$ cat config.mk
export PLATFORM = sky130hd
export DESIGN_NAME = vga_mem_arbiter
export DESIGN_NICKNAME = d
export VERILOG_FILES = /design/src/rtl/vga_mem_arbiter.sv
export SDC_FILE = /design/constraint.sdc
export NUM_CORES = 1
export LEC_CHECK = 0
export CORE_MARGIN = 3
export CORE_UTILIZATION = 40
export CTS_BUF_LIST = sky130_fd_sc_hd__clkbuf_8
export CTS_CLUSTER_DIAMETER = 150
export CTS_CLUSTER_SIZE = 20
export DETAILED_ROUTE_END_ITERATION = 10
export GPL_ROUTABILITY_DRIVEN = 1
export PLACE_DENSITY_LB_ADDON = 0.2
export SYNTH_ARGS = -nofsm -noshare
export SYNTH_HDL_FRONTEND = slang
export SYNTH_SLANG_ARGS = --single-unit
$ cat constraint.sdc
create_clock -name i_clk -period 4.4 [get_ports i_clk]
set_input_delay 0.44 -clock i_clk [delete_from_list [all_inputs] [get_ports i_clk]]
set_output_delay 0.44 -clock i_clk [all_outputs]
set_load 0.005 [all_outputs]
$ cat src/rtl/vga_mem_arbiter.sv
// Single-port framebuffer arbiter: display reads win over the writer until the writer starves; read data returns 2 edges after o_disp_ack.
// Requests are held until acked, and grant order is also the order in which reads complete.
module vga_mem_arbiter #(
  parameter int ADDR_W       = 15,
  parameter int DATA_W       = 8,
  parameter int STARVE_LIMIT = 8
) (
  input  logic              i_clk,
  input  logic              i_rst_n,
  input  logic              i_disp_req,
  input  logic [ADDR_W-1:0] i_disp_addr,
  output logic              o_disp_ack,
  output logic              o_disp_valid,
  output logic [DATA_W-1:0] o_disp_data,
  input  logic              i_wr_req,
  input  logic [ADDR_W-1:0] i_wr_addr,
  input  logic [DATA_W-1:0] i_wr_data,
  output logic              o_wr_ack,
  output logic [ADDR_W-1:0] o_mem_addr,
  output logic              o_mem_we,
  output logic [DATA_W-1:0] o_mem_wdata,
  input  logic [DATA_W-1:0] i_mem_rdata,
  output logic              o_disp_late
);

  localparam int CNT_W = $clog2(STARVE_LIMIT + 1);
  localparam logic [CNT_W-1:0] CNT_MAX = CNT_W'(STARVE_LIMIT);

  typedef enum logic [1:0] {IDLE, GNT_DISP, GNT_WR} state_t;

  state_t           state_q, state_d;
  logic [CNT_W-1:0] starve_cnt, starve_cnt_d;
  logic             grant_disp, grant_wr;
  logic             rd_stage2;

  always_ff @(posedge i_clk or negedge i_rst_n) begin
    if (!i_rst_n) begin
      state_q    <= IDLE;
      starve_cnt <= '0;
    end else begin
      state_q    <= state_d;
      starve_cnt <= starve_cnt_d;
    end
  end

  always_comb begin
    grant_disp   = 1'b0;
    grant_wr     = 1'b0;
    state_d      = IDLE;
    starve_cnt_d = starve_cnt;

    // Display wins ties unless the writer has already waited out its budget.
    if (i_disp_req && !(i_wr_req && starve_cnt == CNT_MAX)) begin
      grant_disp = 1'b1;
      state_d    = GNT_DISP;
    end else if (i_wr_req) begin
      grant_wr = 1'b1;
      state_d  = GNT_WR;
    end

    if (!i_wr_req || grant_wr) begin
      starve_cnt_d = '0;
    end else if (grant_disp && starve_cnt < CNT_MAX) begin
      starve_cnt_d = starve_cnt + CNT_W'(1);
    end
  end

  // GNT_DISP in state_q marks the read whose address the RAM samples this
  // edge; rd_stage2 marks the cycle its data sits on i_mem_rdata.
  always_ff @(posedge i_clk or negedge i_rst_n) begin
    if (!i_rst_n) begin
      o_disp_ack   <= 1'b0;
      o_wr_ack     <= 1'b0;
      o_disp_late  <= 1'b0;
      o_mem_we     <= 1'b0;
      o_mem_addr   <= '0;
      o_mem_wdata  <= '0;
      rd_stage2    <= 1'b0;
      o_disp_valid <= 1'b0;
      o_disp_data  <= '0;
    end else begin
      o_disp_ack   <= grant_disp;
      o_wr_ack     <= grant_wr;
      o_disp_late  <= grant_wr & i_disp_req;
      o_mem_we     <= grant_wr;
      if (grant_disp) begin
        o_mem_addr <= i_disp_addr;
      end else if (grant_wr) begin
        o_mem_addr  <= i_wr_addr;
        o_mem_wdata <= i_wr_data;
      end
      rd_stage2    <= (state_q == GNT_DISP);
      o_disp_valid <= rd_stage2;
      if (rd_stage2) begin
        o_disp_data <= i_mem_rdata;
      end
    end
  end

endmodule
# Word level (Yosys, flattened, before mapping)
# Index checks and enable logic that the tools add are counted.
# totals
reg_bits	42
in_bits	50
elab_cells	34
out_inout_bits	36
# op_classes
n_lt_le_gt_ge	1
n_eq_ne	2
muxes	9
add_sub_neg	1
reduce_logical	9
bitwise	2
# ops
op	n
$mux 15	2
$mux 4	2
$add 4x1->4 const B	1
$eq 4x4->1 const B	1
$lt 4x4->1 const B	1
$mux 2	2
$reduce_bool 2->1	2
$logic_and 1x1->1	3
$mux 1	3
$eq 2x1->1 const B	1
$logic_not 1->1	2
$reduce_and 2->1	1
$and 1x1->1	1
$logic_or 1x1->1	1
$not 1->1	1

# Longest topological paths before layout
# logic_depth
ltp_word	8
depth_mapped	6

# Least setup slack after synthesis
# No wires, ideal clock.
# synth_timing
path_type	register -> register
startpoint	register starve_cnt[0]
endpoint	register o_mem_addr[10]
required_ns	4.275
path_stages_with_launch	7
n_path_buf	1
arrival_time_ns	1.464
period_less_slack_ns	1.589
slack_ns	2.811
path_cell_list	dfrtp_1 -> inv_1 -> ha_1 -> nand3b_4 -> o21ai_4 -> buf_12 -> mux2_4
# synth_via
elab_chain_cells	6
elab_cells_between_ends	8
# synth_rtl
element	line	rtl
from (decl)	32	logic [CNT_W-1:0] starve_cnt, starve_cnt_d;
from (signal assigned)	42	starve_cnt <= starve_cnt_d;
$eq 4x4->1 (*)	53	if (i_disp_req && !(i_wr_req && starve_cnt == CNT_MAX)) begin
$logic_and 1x1->1 (*)	53	
$logic_not 1->1 (*)	53	
$logic_and 1x1->1 (*)	53	
$mux 1	53	
$mux 15 / $reduce_bool 2->1 (equally long branches)	n/a	
to (signal assigned)	87	o_mem_addr <= i_disp_addr;
to (signal assigned)	89	o_mem_addr <= i_wr_addr;
to (decl)	19	output logic [ADDR_W-1:0] o_mem_addr,
# Every way passes the cells marked *; elsewhere a longest branch is shown, timed or not.
# A chain may end at the register's enable or synchronous reset.

# Worst setup path in the final report
# layout_timing
startpoint	input i_wr_req
endpoint	register o_mem_addr[4]
# layout_via
elab_chain_cells	5
elab_cells_between_ends	8
# layout_rtl
element	line	rtl
from (decl)	15	input logic i_wr_req,
$logic_and 1x1->1	53	
$logic_not 1->1	53	
$logic_and 1x1->1	53	
$mux 1	53	
$mux 15 / $reduce_bool 2->1 (equally long branches)	n/a	
# Parallel ways exist; a longest one is shown, timed or not.

==> impl_metrics.py <==
metrics = {
    "outcome": {
        "status": "completed",
    },
    "synth": {
        "syn_area_um2": 1763,
        "ys_seq_area_frac": 0.5678,
        "synth_top_area_share": 0.5678,
        "synth_cell_types": 21,
        "syn_inst": 113,
        "synth_top_area_cell": "dfrtp_1",
        "avgSynthCellArea_um2": 15.60,
        "syn-num-nets": 165,
        "ys_ff_latch": 40,
        "yosys_warnings": 0,
        "synthTopCellsByArea": "dfrtp_1 57%, mux2_2 24%, mux2_4 7.7%, ha_1 1.4%, buf_12 1.1%",
    },
    "clocking": {
        "cts_root_buf": "clkbuf_8",
        "hold_buffers": 0,
        "cts_buffers": 5,
        "tritoncts": "done",
        "cts_resized": 0,
        "cts.sinks": 40,
        "clk_pin_slew_ns": 0.07,
        "post_cts_buffers": 0,
        "clk_path_buf_depth": 2,
        "clock_latency_ns": 0.29,
        "cts_htree_levels": 2,
    },
    "floorplan": {
        "die_area_um2": 5240,
        "coreArea_um2": 4115,
        "rows": 23,
        "io_pins": 86,
        "die_w_um": 72.39,
        "start_util": 0.4284,
        "fp.dieH_um": 72.39,
    },
    "critical_path": {
        "end_kind": "flop",
        "crit_chain": "clkdlybuf4s50_1, inv_1, o21ai_4, mux2_2",
        "critical_path.slowest_cell": "clkdlybuf4s50_1",
        "cp_top_family": "buffers and inverters",
        "path_class": "input port to flop",
        "max_stage_delay_ns": 0.98,
        "required_ns": 4.56,
        "crit_fanout": 18,
        "arrival_ns": 2.68,
        "critPathBufInv": 2,
        "start_kind": "input port",
    },
    "timing": {
        "rsz0062_at_grt": "no",
        "setup_tns_ns": 0,
        "tightest_slew_ns": 0.8582,
        "slew_violations": 0,
        "period_share": 0.5713,
        "skew_ns": 0.01010,
        "setup_viol": 0,
        "maxSlewHeadroom": 0.4278,
        "hold_violations": 0,
        "period_needed_ns": 2.514,
        "clock.fmax_mhz": 397.8,
    },
    "cells_and_area": {
        "syn_to_final_growth_pct": 53.80,
        "stdcell_area_um2": 2711,
        "fin_nets": 252,
        "diodes": 0,
        "drive_gt1_frac": 0.2900,
        "instances_no_fill": 250,
    },
    "detailed_routing": {
        "vias": 1192,
        "wl_per_cell_um": 15.19,
        "drtPass1Iterations": 2,
        "wl_um": 3797,
        "first_iter_violations": 35,
        "ant_nets": 0,
        "vias_per_cell": 4.768,
        "drcViolationCount": 0,
    },
    "global_routing": {
        "grt_overflow": 0,
        "grt_pass1_vias": 1299,
        "grt_max_degree": 41,
        "antenna_found_initial": 0,
        "grt_pass1_wl_um": 6072,
        "grt_use_total": 0.1541,
    },
    "place": {
        "hpwl_um": 2900,
        "place.gp.congestion": 0.7136,
        "dpl.cell_count": 243,
        "port_buffers": 85,
        "placed_cell_area_um2": 2630,
    },
    "min_path": {
        "worstHoldPathType": "input port to async pin",
    },
    "power_and_ir_drop": {
        "power.density_nw_per_um2": 315.6,
        "p_leak_nw": 1.147,
        "vdd_drop_max_v": 0.0002294,
    },
    "job": {
        "max_cap_viol_count": 0,
    },
}
-- final cells by class --
cell class / count / area [µm²]
clock buffer: 5 / 68.82
clock inverter: 2 / 12.51
fill: 296 / 1404
inverter: 4 / 15.01
multi-input combinational: 64 / 705.7
sequential: 40 / 1001
tap: 50 / 62.56
timing repair buffer: 85 / 845.8
-- where the power goes --
| part | switching (W) | internal (W) | leakage [nW] |
|---|---|---|---|
| logic | 0.0000552 | 0.000147 | 0.626 |
| registers | 0.0000203 | 0.000405 | 0.480 |
| clock network | 0.000121 | 0.000107 | 0.0400 |
-- worst reg2reg max path: cells and delay by family (launching register included) --
kind	cells	cell delay, ns
and+or+nand+nor	1	0.13
muxes	1	0.41
buffers and inverters	1	0.07
adders and majority gates	1	0.19
DFF	1	0.42
AOI/OAI and AO/OA	1	0.53
-- synthesized netlist by cell type --
cell type	n
buf_12	1
dfrtp_1	40
clkbuf_1	1
buf_4	1
nand3_1	1
nor2_1	5
ha_1	2
a31oi_1	1
mux2i_1	1
o21ai_4	1
xnor2_1	1
mux2_4	9
and2b_2	1
a21oi_4	1
buf_2	2
nand3b_4	1
xor2_1	1
mux2_2	37
nor2b_1	1
nand2_1	1
inv_1	4
-- layout by cell type, fill, tap and decap left out --
cell / netlist / final
a21oi_4: 1 / 1
a31oi_1: 1 / 1
and2b_2: 1 / 1
buf_2: 2 / 1
clkbuf_8: 0 / 5
clkdlybuf4s50_1: 0 / 84
clkinv_2: 0 / 1
clkinvlp_4: 0 / 1
dfrtp_1: 40 / 40
ha_1: 2 / 2
inv_1: 4 / 4
mux2_2: 37 / 37
mux2_4: 9 / 9
mux2i_1: 1 / 1
nand2_1: 1 / 1
nand3_1: 1 / 1
nand3b_4: 1 / 1
nor2_1: 5 / 5
nor2b_1: 1 / 1
o21ai_4: 1 / 1
xnor2_1: 1 / 1
xor2_1: 1 / 1
-- state kept, by name (all words and copies together), names as in the netlist --
name	count
o_disp_data	8
o_disp_late	1
o_disp_valid	1
o_mem_addr	15
o_mem_wdata	8
o_mem_we	1
rd_stage2	1
starve_cnt	4
state_q	1
-- through the flow --
step,worst slack [ns],hold WS [ns],utilization,power (W)
3_3_place_gp,1.651,0.4566,0.6391,0.0006318
6_report,1.886,0.2610,0.6589,0.0008557
3_5_place_dp,1.574,0.4734,0.6391,0.0006382
5_1_grt,1.799,0.3211,0.6589,0.0009062
4_1_cts,1.851,0.2877,0.6589,0.0008717
2_1_floorplan,2.811,0.1444,-,0.0005041
-- metal layers --
layer | share of wire | vias up | global-route usage
li1 | - | 562 | -
met1 | 0.39 | 560 | 0.1740
met2 | 0.48 | 66 | 0.2467
met3 | 0.12 | 4 | 0.08449
met4 | 0.011 | 0 | 0.05533
met5 | 0 | - | 0
-- kinds of logic after synthesis --
group	count (synthesis)	share of synthesized area
xor gates and xnor gates	2	0.009938
adders and majority gates	2	0.01419
AOI/OAI and AO/OA	3	0.02201
muxes	47	0.3187
buffers and inverters	9	0.03194
and+or+nand+nor	10	0.03549
DFF	40	0.5678
-- worst paths after layout --
check | start | endpoint | slack [ns] | cells after the start
min reg2reg | o_mem_we | rd_stage2 | 0.47 | 1
max reg2reg | starve_cnt[0] | o_mem_addr[4] | 2.55 | 5
max | i_wr_req | o_mem_addr[4] | 1.89 | 4
min in group i_clk | o_mem_we | rd_stage2 | 0.47 | 1
min | i_rst_n | o_mem_wdata[6] | 0.26 | 1
max in group asynchronous | i_rst_n | starve_cnt[3] | 3.59 | 1
Note: power is estimated with default switching activity, not from simulation.
